--- src/rtl/traffic_pkg.sv ---
// Shared definitions for the traffic light controller and its input sequencer:
// walk FSM encodings, default timing constants and the light-state encodings.
package traffic_pkg;

  typedef enum logic [1:0] {
    W_IDLE = 2'd0,
    W_PEND = 2'd1,
    W_LOCK = 2'd2
  } walk_state_t;

  typedef enum logic [2:0] {
    L_NS_GREEN  = 3'd0,
    L_NS_YELLOW = 3'd1,
    L_EW_GREEN  = 3'd2,
    L_EW_YELLOW = 3'd3,
    L_ALL_RED   = 3'd4,
    L_WALK      = 3'd5
  } light_state_t;

  localparam int DEF_TICK_DIV      = 100000000;
  localparam int DEF_DEB_CYCLES    = 2000000;
  localparam int DEF_SENSOR_QUAL   = 2;
  localparam int DEF_LOCKOUT_TICKS = 3;

  // Bits needed to hold values 0..max_val; never narrower than one bit.
  function automatic int width_for(input int max_val);
    return (max_val < 2) ? 1 : $clog2(max_val + 1);
  endfunction

endpackage

--- src/rtl/input_debouncer.sv ---
// Two-flop synchronizer followed by a consecutive-mismatch debouncer for one
// raw asynchronous input.
module input_debouncer
  import traffic_pkg::*;
#(
  parameter int DEB_CYCLES = DEF_DEB_CYCLES
) (
  input  logic master_clock,
  input  logic reset,
  input  logic raw,
  output logic deb
);

  localparam int DW = width_for(DEB_CYCLES - 1);
  localparam logic [DW-1:0] DEB_LAST = DW'(DEB_CYCLES - 1);
  localparam logic [DW-1:0] DEB_ONE  = DW'(1);

  logic          sync1_reg;
  logic          sync2_reg;
  logic          deb_reg;
  logic          deb_next;
  logic [DW-1:0] mis_cnt_reg;
  logic [DW-1:0] mis_cnt_next;

  // Any matching cycle restarts the count, so only an unbroken run of
  // DEB_CYCLES mismatches moves the debounced value.
  always_comb begin
    deb_next     = deb_reg;
    mis_cnt_next = '0;
    if (sync2_reg != deb_reg) begin
      if (mis_cnt_reg == DEB_LAST) begin
        deb_next = sync2_reg;
      end else begin
        mis_cnt_next = mis_cnt_reg + DEB_ONE;
      end
    end
  end

  always_ff @(posedge master_clock) begin
    if (reset) begin
      sync1_reg   <= 1'b0;
      sync2_reg   <= 1'b0;
      deb_reg     <= 1'b0;
      mis_cnt_reg <= '0;
    end else begin
      sync1_reg   <= raw;
      sync2_reg   <= sync1_reg;
      deb_reg     <= deb_next;
      mis_cnt_reg <= mis_cnt_next;
    end
  end

  assign deb = deb_reg;

endmodule

--- src/rtl/traffic_input_sequencer.sv ---
// Front end of the traffic light FSM: tick generation, input conditioning,
// pedestrian request handshake with post-service lockout, sensor qualification.
module traffic_input_sequencer
  import traffic_pkg::*;
#(
  parameter int TICK_DIV      = DEF_TICK_DIV,
  parameter int DEB_CYCLES    = DEF_DEB_CYCLES,
  parameter int SENSOR_QUAL   = DEF_SENSOR_QUAL,
  parameter int LOCKOUT_TICKS = DEF_LOCKOUT_TICKS
) (
  input  logic master_clock,
  input  logic reset,
  input  logic walk_btn,
  input  logic sensor_raw,
  input  logic walk_ack,
  output logic sec_tick,
  output logic half_tick,
  output logic walk_req,
  output logic sensor_q,
  output logic lockout
);

  localparam int TW = width_for(TICK_DIV - 1);
  localparam int LW = width_for(LOCKOUT_TICKS);
  localparam int QW = width_for(SENSOR_QUAL);

  localparam logic [TW-1:0] TICK_LAST = TW'(TICK_DIV - 1);
  localparam logic [TW-1:0] HALF_LAST = TW'(TICK_DIV / 2 - 1);
  localparam logic [TW-1:0] TICK_ONE  = TW'(1);
  localparam logic [LW-1:0] LOCK_INIT = LW'(LOCKOUT_TICKS);
  localparam logic [LW-1:0] LOCK_ONE  = LW'(1);
  localparam logic [QW-1:0] QUAL_MAX  = QW'(SENSOR_QUAL);
  localparam logic [QW-1:0] QUAL_ONE  = QW'(1);

  logic [TW-1:0] tick_cnt_reg;
  logic [TW-1:0] tick_cnt_next;
  logic [1:0]    raw_vec;
  logic [1:0]    deb_vec;
  logic          walk_deb_d_reg;
  logic          walk_edge;
  walk_state_t   state_reg;
  walk_state_t   state_next;
  logic [LW-1:0] lock_cnt_reg;
  logic [LW-1:0] lock_cnt_next;
  logic [QW-1:0] qual_cnt_reg;
  logic [QW-1:0] qual_cnt_next;
  logic          walk_req_reg;
  logic          lockout_reg;

  assign tick_cnt_next = (tick_cnt_reg == TICK_LAST) ? '0 : tick_cnt_reg + TICK_ONE;
  assign sec_tick      = (tick_cnt_reg == TICK_LAST);
  assign half_tick     = (tick_cnt_reg == HALF_LAST) || sec_tick;

  // Bit 0 carries the walk button, bit 1 the side-street sensor.
  assign raw_vec = {sensor_raw, walk_btn};

  genvar gi;
  generate
    for (gi = 0; gi < 2; gi++) begin : g_deb
      input_debouncer #(
        .DEB_CYCLES (DEB_CYCLES)
      ) u_deb (
        .master_clock (master_clock),
        .reset        (reset),
        .raw          (raw_vec[gi]),
        .deb          (deb_vec[gi])
      );
    end
  endgenerate

  assign walk_edge = deb_vec[0] & ~walk_deb_d_reg;

  // Edges outside W_IDLE are dropped; an ack in W_PEND wins over a
  // coincident edge.
  always_comb begin
    state_next    = state_reg;
    lock_cnt_next = lock_cnt_reg;
    case (state_reg)
      W_IDLE: begin
        if (walk_edge) begin
          state_next = W_PEND;
        end
      end
      W_PEND: begin
        if (walk_ack) begin
          state_next    = W_LOCK;
          lock_cnt_next = LOCK_INIT;
        end
      end
      W_LOCK: begin
        if (lock_cnt_reg == '0) begin
          state_next = W_IDLE;
        end else if (sec_tick) begin
          lock_cnt_next = lock_cnt_reg - LOCK_ONE;
        end
      end
      default: begin
        state_next    = W_IDLE;
        lock_cnt_next = '0;
      end
    endcase
  end

  always_comb begin
    qual_cnt_next = qual_cnt_reg;
    if (!deb_vec[1]) begin
      qual_cnt_next = '0;
    end else if (sec_tick && (qual_cnt_reg != QUAL_MAX)) begin
      qual_cnt_next = qual_cnt_reg + QUAL_ONE;
    end
  end

  always_ff @(posedge master_clock) begin
    if (reset) begin
      tick_cnt_reg   <= '0;
      walk_deb_d_reg <= 1'b0;
      state_reg      <= W_IDLE;
      lock_cnt_reg   <= '0;
      qual_cnt_reg   <= '0;
      walk_req_reg   <= 1'b0;
      lockout_reg    <= 1'b0;
    end else begin
      tick_cnt_reg   <= tick_cnt_next;
      walk_deb_d_reg <= deb_vec[0];
      state_reg      <= state_next;
      lock_cnt_reg   <= lock_cnt_next;
      qual_cnt_reg   <= qual_cnt_next;
      walk_req_reg   <= (state_reg == W_PEND);
      lockout_reg    <= (state_reg == W_LOCK);
    end
  end

  assign walk_req = walk_req_reg;
  assign lockout  = lockout_reg;
  assign sensor_q = (qual_cnt_reg == QUAL_MAX);

endmodule

--- config.mk ---
export PLATFORM = sky130hd
export DESIGN_NAME = traffic_input_sequencer
export DESIGN_NICKNAME = d
export VERILOG_FILES = /design/src/rtl/traffic_pkg.sv /design/src/rtl/input_debouncer.sv /design/src/rtl/traffic_input_sequencer.sv
export SDC_FILE = /design/constraint.sdc
export NUM_CORES = 1
export LEC_CHECK = 0
export CORE_UTILIZATION = 57
export DETAILED_ROUTE_END_ITERATION = 7
export PLACE_DENSITY = 0.74
export SYNTH_ARGS = -nofsm -noshare
export SYNTH_HDL_FRONTEND = slang
export SYNTH_SLANG_ARGS = --single-unit
--- constraint.sdc ---
create_clock -name master_clock -period 2.5 [get_ports master_clock]
set_clock_uncertainty 0.2 [all_clocks]
set_input_delay 0.5 -clock master_clock [delete_from_list [all_inputs] [get_ports master_clock]]
set_output_delay 0.5 -clock master_clock [all_outputs]
set_load 0.02 [all_outputs]
==> out/summary.log, run 1 <==
[clock_network] maximum level of the CTS H-tree 3
[clock_network] total number of clock tree sinks 84
[sta] Highest Clock Rate 389 MHz
[sta] Slew @ Worst Pin 0.567 ns
[global_routing] vias in the first global route 3,375
[final_layout] area of combinational cells with multiple inputs 2250 um^2
[synthesis] Post-synth EDFFs 0
[run_status] outcome finished, violations left
[global_routing] first-pass GRT wire length 15,000 um
[die] die footprint 7420 um^2
[power] Cell Pwr Density 542 nW/um^2
[synthesis] leading register cell type out of synthesis sky130_fd_sc_hd__dfxtp_1
[clock_network] Worst-path clk slew 0.09 ns
[synthesis] syn_area_per_cell 8.57 um^2
[synthesis] netlist area before placement 4040 um^2
[global_routing] GRT Residual Overflow 0
[worst_setup_path] r2r setup slk 0.17 ns
[worst_setup_path] top fanout value on the critical path 2
[global_routing] number of antenna violations at the first check in global routing 0
[sta] max-slew headroom at the worst pin 0.618
[clock_network] buffers from clock root to sink, at most 2
[sta] final slew viol count 0
[final_layout] area taken by flip-flops and latches 1680 um^2
[worst_setup_path] Worst Setup Path Type flip-flop to output port
[die] die outline width 86.2 um
[worst_setup_path] kind of start point of the critical path flip-flop
[synthesis] most area-consuming cells after synthesis sky130_fd_sc_hd__dfxtp_1 (42%), sky130_fd_sc_hd__xnor2_1 (5.0%), sky130_fd_sc_hd__nor2_1 (4.5%)
[synthesis] Synth Area in XOR/XNOR 0.0759
[synthesis] synthesized net count 485
[worst_setup_path] required time at the endpoint of the critical path 1.80 ns
[clock_network] Worst-Skew Late Latency 0.36 ns
[die] num ports 10
[synthesis] synthesis warning total 0
[route] overall via count from detail_route 3,588
[die] Row Count 30
[synthesis] share of flip-flops with an asynchronous set or reset 0
[min_path] cell depth of the worst min-delay path 1
[synthesis] post-synthesis cell count 471
[route] violation count after the first detailed-routing iteration 188
[synthesis] distinct cell type count after synthesis 52
[route] Post-route DRC 0
[clock_network] CTS tree yes
[die] Die Height 86.2 um
[synthesis] Yosys top cell area share 0.417
[synthesis] post-synthesis simple-gate area fraction 0.306
[synthesis] largest area contributor in the netlist sky130_fd_sc_hd__dfxtp_1
[sta] unrepaired setup endpoints after global routing true
[sta] post-route clock period utilization 1.03
[final_layout] filler cell count in the final layout 577
[synthesis] compound-gate portion of the synthesized area 0.127
[route] post-detailed-route via-to-cell ratio 5.91
[route] total iterations of the first detailed-routing run 6
[final_layout] layout cells sized above 1 0.141
[worst_setup_path] worst stage delay on the critical path 0.38 ns
[worst_setup_path] Worst R2R Path Depth 5
[run_status] violated checks setup timing
[synthesis] synthesized flop and latch total 84
[flow_run] number of maximum-capacitance violations 0
[placement] routability-driven placement congestion ratio 0.965
[final_layout] post-layout instance area 4690 um^2
[synthesis] post-synthesis adder-cell area fraction 0.0279
[synthesis] multiplexer area fraction after synthesis 0.00744
[synthesis] cell types with the highest counts after synthesis sky130_fd_sc_hd__dfxtp_1 (84), sky130_fd_sc_hd__nor2_1 (48), sky130_fd_sc_hd__a21oi_1 (31), sky130_fd_sc_hd__nand3_1 (31)
[die] Core Area 6830 um^2
[clock_network] cts-stage hold buffer count 0
[final_layout] Ant. Diodes 0
[route] Post-Route WL 8860 um
[die] initial core utilization 0.591
[clock_network] clock root cell sky130_fd_sc_hd__clkbuf_8
[worst_setup_path] data arrival time of the critical path 1.87 ns
[global_routing] largest net degree at the start of global routing 21
[placement] placed instance area 4410 um^2
[worst_setup_path] cell breakdown of the critical path or3_4, nor4b_2, nand4_1, a211oi_2, buf_4
[sta] minimum clock period after layout 2.57 ns
[sta] final setup slack of the worst path -0.0717 ns
[final_layout] synth-to-layout area growth 16.2%
[final_layout] number of flip-flops under the largest register name 42
[final_layout] net count reported at finish 520
[power] maximum resistive drop on vdd 377 uV
[synthesis] largest family of logic cells by synthesized area simple AND/OR/NAND/NOR gates
[power] total leakage power 1.45 nW
[synthesis] most repeated cell in the gate-level netlist after synthesis sky130_fd_sc_hd__dfxtp_1
[placement] Detail Placement HPWL 6200 um
[final_layout] Post-Route Utilization 0.686
[worst_setup_path] slowest stage cell, crit path sky130_fd_sc_hd__or3_4
[sta] number of setup violations in the final report 1
[synthesis] proportion of synthesized chip area in sequential cells 0.417
[worst_setup_path] kind of end point of the critical path output port
[sta] final-report hold violation count 0
[global_routing] Total Routing Usage GR 0.256
[clock_network] number of clock buffers inserted by TritonCTS 9
[placement] number of port buffers 9
[min_path] Hold WC Path Type flip-flop to flip-flop
[route] post-DR wirelength/cell 14.6 um
[route] DRT antenna net count 0
==> report_power, final <==
group          leakage [nW]   total, W  internal, W  switching (W)
registers             0.679    0.00137      0.00135      0.0000117
logic                 0.667  0.0000959    0.0000461      0.0000498
clock network         0.107    0.00108     0.000569       0.000513
==> layout make-up <==
class | count | area share
timing repair buffer | 41 | 0.0689
multi-input combinational | 347 | 0.480
clock buffer | 9 | 0.0264
inverter | 23 | 0.0184
sequential | 84 | 0.359
clock inverter | 7 | 0.0214
tap | 96 | 0.0256
==> worst max-delay path: cells and delay by family, from the launching register on <==
family / cells / cell delay [ns]
and+or+nand+nor: 3 / 0.78
DFF: 1 / 0.32
AOI/OAI and AO/OA: 1 / 0.24
buffers and inverters: 1 / 0.17
==> repair_timing <==
| item | in CTS | in global routing |
|---|---|---|
| pin swaps | 3 | 5 |
| setup endpoints to repair | 2 | 2 |
| buffers inserted | 1 | 0 |
| hold endpoints to repair | 0 | 0 |
| resized for setup | 14 | 7 |
==> per-layer routing <==
metal	wire (um)	vias up	GRT usage
met1	4030	1698	0.313
met5	0	-	0
met3	359	23	0.0674
li1	-	1786	-
met4	217	0	0.112
met2	4250	81	0.425
==> path summary, 6_finish.rpt <==
kind | from | endpoint
worst min-delay path | g_deb[0].u_deb.sync1_reg$_SDFF_PP0_ | g_deb[0].u_deb.sync2_reg$_SDFF_PP0_
worst max-delay path | tick_cnt_reg[26]$_SDFF_PP0_ | half_tick
worst min register to register | g_deb[0].u_deb.sync1_reg$_SDFF_PP0_ | g_deb[0].u_deb.sync2_reg$_SDFF_PP0_
worst max register to register | g_deb[1].u_deb.mis_cnt_reg[1]$_SDFF_PP0_ | g_deb[1].u_deb.mis_cnt_reg[18]$_SDFF_PP0_
==> cell families after synthesis <==
| kind of cell | Yosys count |
|---|---|
| compound gates | 80 |
| xor+xnor | 35 |
| fa+ha+maj | 9 |
| buf+inv | 40 |
| flops | 84 |
| mux | 3 |
| simple gates | 220 |
==> layout by cell type, fill, tap and decap left out, types with 17 or more instances in the layout <==
master	count
sky130_fd_sc_hd__dfxtp_1	82
sky130_fd_sc_hd__nand3_1	30
sky130_fd_sc_hd__xnor2_1	23
sky130_fd_sc_hd__a21oi_1	31
sky130_fd_sc_hd__or4_1	19
sky130_fd_sc_hd__o31ai_1	17
sky130_fd_sc_hd__inv_1	23
sky130_fd_sc_hd__nand2_1	21
sky130_fd_sc_hd__nor2_1	48
sky130_fd_sc_hd__buf_4	33
==> through the flow <==
stage                     setup TNS [ns]  power (W)  worst slack [ns]  hold WS, ns  cells
after floorplan                        0    0.00144             0.157        0.214    471
after global placement            -0.448    0.00148            -0.299        0.223    590
after global routing              -0.179    0.00264            -0.179        0.273    607
final                            -0.0717    0.00254           -0.0717        0.255    607
after detailed placement          -0.535    0.00148            -0.353        0.230    590
after CTS                         -0.158    0.00256            -0.158        0.260    607
(Power assumes the default switching activity.)
==> run 2, diff against run 1 <==
--- a/config.mk
+++ b/config.mk
@@ -8,6 +8,7 @@
 export CORE_UTILIZATION = 57
 export DETAILED_ROUTE_END_ITERATION = 7
 export PLACE_DENSITY = 0.74
+export REMOVE_ABC_BUFFERS = 1
 export SYNTH_ARGS = -nofsm -noshare
 export SYNTH_HDL_FRONTEND = slang
 export SYNTH_SLANG_ARGS = --single-unit
==> out/summary.log, run 2 (synthesized netlist as in run 1, its figures left out) <==
[final_layout] net count reported at finish 524
[global_routing] largest net degree at the start of global routing 21
[die] Die Height 86.2 um
[final_layout] layout cells sized above 1 0.142
[sta] final slew viol count 0
[run_status] violated checks setup timing
[power] maximum resistive drop on vdd 301 uV
[power] Cell Pwr Density 553 nW/um^2
[final_layout] Post-Route Utilization 0.690
[sta] Highest Clock Rate 389 MHz
[route] DRT antenna net count 0
[final_layout] area of combinational cells with multiple inputs 2230 um^2
[sta] final-report hold violation count 0
[final_layout] commonest cells after routing, fill and taps aside sky130_fd_sc_hd__dfxtp_1 (82), sky130_fd_sc_hd__nor2_1 (48), sky130_fd_sc_hd__buf_4 (37), sky130_fd_sc_hd__a21oi_1 (31), sky130_fd_sc_hd__nand3_1 (30)
[flow_run] number of maximum-capacitance violations 0
[final_layout] post-layout instance area 4710 um^2
[clock_network] CTS tree yes
[worst_setup_path] kind of start point of the critical path flip-flop
[global_routing] first-pass GRT wire length 14,400 um
[clock_network] number of clock buffers inserted by TritonCTS 9
[sta] max-slew headroom at the worst pin 0.636
[global_routing] M1 GR Usage 0.317
[clock_network] total number of clock tree sinks 84
[global_routing] met2 layer usage reported by global route 0.405
[global_routing] most crowded layer after global routing met2
[route] overall via count from detail_route 3,577
[die] initial core utilization 0.591
[final_layout] leading cell type in the layout, fill and taps excluded sky130_fd_sc_hd__dfxtp_1
[sta] number of setup violations in the final report 1
[global_routing] vias in the first global route 3,261
[clock_network] cts-stage hold buffer count 0
[route] Post-route DRC 0
[final_layout] non-filler instance count after layout 610
[clock_network] Worst-Skew Late Latency 0.35 ns
[die] Row Count 30
[final_layout] filler cell count in the final layout 586
[clock_network] clock root cell sky130_fd_sc_hd__clkbuf_8
[sta] Setup Total Neg Slack -0.0683 ns
[route] Post-Route WL 8390 um
[final_layout] synth-to-layout area growth 16.8%
[placement] number of port buffers 9
[placement] Detail Placement HPWL 6010 um
[run_status] outcome finished, violations left
[global_routing] global-route met3 utilization 0.0452
[final_layout] area taken by flip-flops and latches 1680 um^2
[min_path] Hold WC Path Type flip-flop to flip-flop
[placement] placed instance area 4450 um^2
[die] die footprint 7420 um^2
[placement] placed insts 595
[die] num ports 10
[worst_setup_path] data arrival time of the critical path 1.87 ns
[route] total iterations of the first detailed-routing run 4
[sta] Slew @ Worst Pin 0.542 ns
[power] post-route total power 0.00261 W
[clock_network] post-CTS setup-driven buffer insertion count 0
[worst_setup_path] top fanout value on the critical path 4
[sta] unrepaired setup endpoints after global routing true
[route] post-DR wirelength/cell 13.8 um
[sta] minimum clock period after layout 2.57 ns
[global_routing] GRT Residual Overflow 0
[global_routing] number of antenna violations at the first check in global routing 0
[power] total leakage power 1.48 nW
[final_layout] Ant. Diodes 0
[final_layout] number of flip-flops under the largest register name 42
[route] violation count after the first detailed-routing iteration 204
[worst_setup_path] Worst Setup Path Type flip-flop to output port
[sta] post-route clock period utilization 1.03
[clock_network] maximum level of the CTS H-tree 3
[clock_network] Worst-path clk slew 0.08 ns
[die] die outline width 86.2 um
[route] post-detailed-route via-to-cell ratio 5.86
[sta] final setup slack of the worst path -0.0683 ns
[clock_network] buffers from clock root to sink, at most 2
[worst_setup_path] required time at the endpoint of the critical path 1.80 ns
[placement] routability-driven placement congestion ratio 0.839
[worst_setup_path] kind of end point of the critical path output port
[die] Core Area 6830 um^2
[global_routing] Total Routing Usage GR 0.242
[run 2: path summary, 6_finish.rpt]
check	from	end	slack (ns)	cells after the start
worst max-delay path	tick_cnt_reg[10]$_SDFF_PP0_	half_tick	-0.07	5
worst min register to register	g_deb[0].u_deb.sync1_reg$_SDFF_PP0_	g_deb[0].u_deb.sync2_reg$_SDFF_PP0_	0.25	1
worst max register to register	g_deb[1].u_deb.mis_cnt_reg[0]$_SDFF_PP0_	g_deb[1].u_deb.mis_cnt_reg[20]$_SDFF_PP0_	0.17	5
worst min-delay path	g_deb[0].u_deb.sync1_reg$_SDFF_PP0_	g_deb[0].u_deb.sync2_reg$_SDFF_PP0_	0.25	1
[run 2: critical path, cell delays in order, from the launching register on]
cell and delay [ns]:
sky130_fd_sc_hd__dfxtp_1 0.32, sky130_fd_sc_hd__nor4_1 0.37, sky130_fd_sc_hd__and4_1 0.34, sky130_fd_sc_hd__nand4_1 0.13, sky130_fd_sc_hd__a211oi_2 0.20, sky130_fd_sc_hd__buf_4 0.17
[run 2: final cells by class]
| type | count | share of cell area |
|---|---|---|
| clock buffer | 9 | 0.0263 |
| clock inverter | 6 | 0.0239 |
| inverter | 23 | 0.0183 |
| multi-input combinational | 347 | 0.474 |
| sequential | 84 | 0.357 |
| tap | 96 | 0.0255 |
| timing repair buffer | 45 | 0.0749 |
[run 2: where the power goes]
part           switching, W   total, W  leakage [nW]  internal [W]
registers         0.0000115    0.00137         0.679       0.00135
clock network      0.000482    0.00114         0.120      0.000662
logic             0.0000501  0.0000974         0.677     0.0000473
total              0.000543    0.00261          1.48       0.00206
[run 2: per-layer routing]
metal	part of all wire	vias to the layer above
met5	0	-
met1	0.48	1712
met4	0.0099	0
met3	0.043	10
li1	-	1793
met2	0.47	62
[run 2: metrics by stage]
stage                     worst slack (ns)  hold slack [ns]
after floorplan                    -0.0118            0.214
after global placement              -0.321            0.221
after detailed placement            -0.336            0.226
after CTS                          -0.0871            0.249
after global routing                -0.142            0.265
final                              -0.0683            0.247
[run 2: repair_timing]
| item | in CTS | in global routing |
|---|---|---|
| endpoints found under the hold margin | 0 | 0 |
| gates resized for setup | 14 | 5 |
| endpoints found under the setup margin | 2 | 2 |
| pin swaps | 1 | 6 |
==> run 3, diff against run 2 <==
--- a/config.mk
+++ b/config.mk
@@ -5,10 +5,12 @@
 export SDC_FILE = /design/constraint.sdc
 export NUM_CORES = 1
 export LEC_CHECK = 0
+export CAP_MARGIN = 40
 export CORE_UTILIZATION = 57
 export DETAILED_ROUTE_END_ITERATION = 7
 export PLACE_DENSITY = 0.74
 export REMOVE_ABC_BUFFERS = 1
+export SKIP_CTS_REPAIR_TIMING = 1
 export SYNTH_ARGS = -nofsm -noshare
 export SYNTH_HDL_FRONTEND = slang
 export SYNTH_SLANG_ARGS = --single-unit
==> out/summary.log, run 3 (synthesized netlist as in run 1, its figures left out) <==
[sta] final slew viol count 0
[worst_setup_path] CP delay by family, top simple AND/OR/NAND/NOR gates
[sta] worst hold margin 0.248 ns
[worst_setup_path] kind of end point of the critical path output port
[die] initial core utilization 0.591
[die] die footprint 7420 um^2
[flow_run] number of maximum-capacitance violations 0
[clock_network] Worst-path clk slew 0.09 ns
[power] maximum resistive drop on vdd 301 uV
[route] post-DR wirelength/cell 13.7 um
[sta] Slew @ Worst Pin 0.542 ns
[power] switch share 0.208
[worst_setup_path] Worst Setup Path Type flip-flop to output port
[clock_network] clock root cell sky130_fd_sc_hd__clkbuf_8
[worst_setup_path] Stages on worst setup path 5
[worst_setup_path] data arrival time of the critical path 1.90 ns
[min_path] Hold WC Path Type flip-flop to flip-flop
[sta] number of setup violations in the final report 1
[die] die outline width 86.2 um
[worst_setup_path] Bufs and invs on worst path 1
[placement] Detail Placement HPWL 6010 um
[power] cell-internal power 0.00206 W
[route] Post-route DRC 0
[route] total iterations of the first detailed-routing run 4
[sta] Highest Clock Rate 385 MHz
[placement] routability-driven placement congestion ratio 0.839
[power] post-route total power 0.00260 W
[clock_network] maximum level of the CTS H-tree 3
[route] Post-Route WL 8380 um
[run_status] outcome finished, violations left
[clock_network] number of clock buffers inserted by TritonCTS 9
[worst_setup_path] kind of start point of the critical path flip-flop
[global_routing] first-pass GRT wire length 14,300 um
[global_routing] GRT Residual Overflow 0
[power] Cell Pwr Density 552 nW/um^2
[final_layout] post-layout instance area 4700 um^2
[power] share of power burned in registers 0.525
[power] Psw 0.000540 W
[clock_network] CTS tree yes
[route] violation count after the first detailed-routing iteration 194
[min_path] cell depth of the worst min-delay path 1
[final_layout] leading cell type in the layout, fill and taps excluded sky130_fd_sc_hd__dfxtp_1
[sta] final-report hold violation count 0
[power] share of total power in the clock network 0.439
[final_layout] Post-Route Utilization 0.689
[global_routing] number of antenna violations at the first check in global routing 0
[die] Row Count 30
[final_layout] layout cells sized above 1 0.136
[route] post-detailed-route via-to-cell ratio 5.83
[clock_network] total number of clock tree sinks 84
[worst_setup_path] Worst R2R Path Depth 5
[global_routing] largest net degree at the start of global routing 21
[worst_setup_path] cell breakdown of the critical path or3_1, nor4b_2, nand4_1, a211oi_2, buf_4
[final_layout] Ant. Diodes 0
[global_routing] Total Routing Usage GR 0.240
[run_status] violated checks setup timing
[die] Die Height 86.2 um
[power] part of the total power dissipated in combinational logic 0.036
[final_layout] synth-to-layout area growth 16.6%
[final_layout] commonest cells after routing, fill and taps aside sky130_fd_sc_hd__dfxtp_1 (83), sky130_fd_sc_hd__nor2_1 (48), sky130_fd_sc_hd__buf_4 (38), sky130_fd_sc_hd__nand3_1 (31), sky130_fd_sc_hd__a21oi_1 (31)
[clock_network] Worst-Skew Late Latency 0.35 ns
[placement] placed instance area 4450 um^2
[sta] minimum clock period after layout 2.60 ns
[worst_setup_path] top fanout value on the critical path 4
[sta] post-route clock period utilization 1.04
[final_layout] number of flip-flops under the largest register name 42
[worst_setup_path] worst stage delay on the critical path 0.39 ns
[sta] final setup slack of the worst path -0.0951 ns
[clock_network] buffers from clock root to sink, at most 2
[die] num ports 10
[worst_setup_path] slowest stage cell, crit path sky130_fd_sc_hd__or3_1
[route] DRT antenna net count 0
[power] total leakage power 1.47 nW
[die] Core Area 6830 um^2
[worst_setup_path] r2r setup slk 0.17 ns
[placement] number of port buffers 9
[final_layout] net count reported at finish 524
[worst_setup_path] required time at the endpoint of the critical path 1.80 ns
[sta] max-slew headroom at the worst pin 0.635
[sta] unrepaired setup endpoints after global routing true
[global_routing] vias in the first global route 3,243
[route] overall via count from detail_route 3,554
run 3: cell counts in the layout (fill, tap and decap cells not counted):
No cell type changed its count.
run 3: metrics by stage:
| step | setup TNS [ns] | worst slack [ns] | std cells |
|---|---|---|---|
| 2_1_floorplan | -0.0118 | -0.0118 | 454 |
| 3_3_place_gp | -0.466 | -0.321 | 595 |
| 3_5_place_dp | -0.487 | -0.336 | 595 |
| 4_1_cts | -1.29 | -0.734 | 610 |
| 5_1_grt | -0.214 | -0.212 | 610 |
| 6_report | -0.0951 | -0.0951 | 610 |
run 3: path summary, 6_finish.rpt:
| path | startpoint | to |
|---|---|---|
| worst max-delay path | tick_cnt_reg[18]$_SDFF_PP0_ | half_tick |
| worst min-delay path | g_deb[1].u_deb.sync1_reg$_SDFF_PP0_ | g_deb[1].u_deb.sync2_reg$_SDFF_PP0_ |
| worst max register to register | g_deb[1].u_deb.mis_cnt_reg[0]$_SDFF_PP0_ | g_deb[1].u_deb.mis_cnt_reg[20]$_SDFF_PP0_ |
| worst min register to register | g_deb[1].u_deb.sync1_reg$_SDFF_PP0_ | g_deb[1].u_deb.sync2_reg$_SDFF_PP0_ |
run 3: per-layer routing:
layer / up-vias / routed length [um] / GRT usage / share of wire
met5: - / 0 / 0 / 0
met4: 0 / 67 / 0.0758 / 0.0080
met3: 8 / 401 / 0.0491 / 0.048
met2: 67 / 3990 / 0.401 / 0.48
met1: 1686 / 3930 / 0.312 / 0.47
li1: 1793 / - / - / -
run 3: worst reg2reg max path, cell delays in order, from the launching register on:
cell	delay (ns)
sky130_fd_sc_hd__dfxtp_1	0.38
sky130_fd_sc_hd__ha_1	0.22
sky130_fd_sc_hd__nand3_1	0.12
sky130_fd_sc_hd__or4_1	0.68
sky130_fd_sc_hd__or4_1	0.52
sky130_fd_sc_hd__a21oi_1	0.14
run 3: layout make-up:
cell class | instances | area, um^2
Multi-Input combinational cell | 347 | 2220
Tap cell | 96 | 120
Clock buffer | 9 | 124
Clock inverter | 6 | 113
Fill cell | 590 | 2130
Timing Repair Buffer | 45 | 355
Sequential cell | 84 | 1680
Inverter | 23 | 86.3
run 3: power groups by stage:
stage                logic, W  registers (W)  clock network [W]
finish              0.0000929        0.00136            0.00114
global route         0.000102        0.00137            0.00123
CTS                 0.0000879        0.00136            0.00117
detailed placement  0.0000866        0.00140                  0
global placement    0.0000845        0.00140                  0
floorplan           0.0000411        0.00140                  0
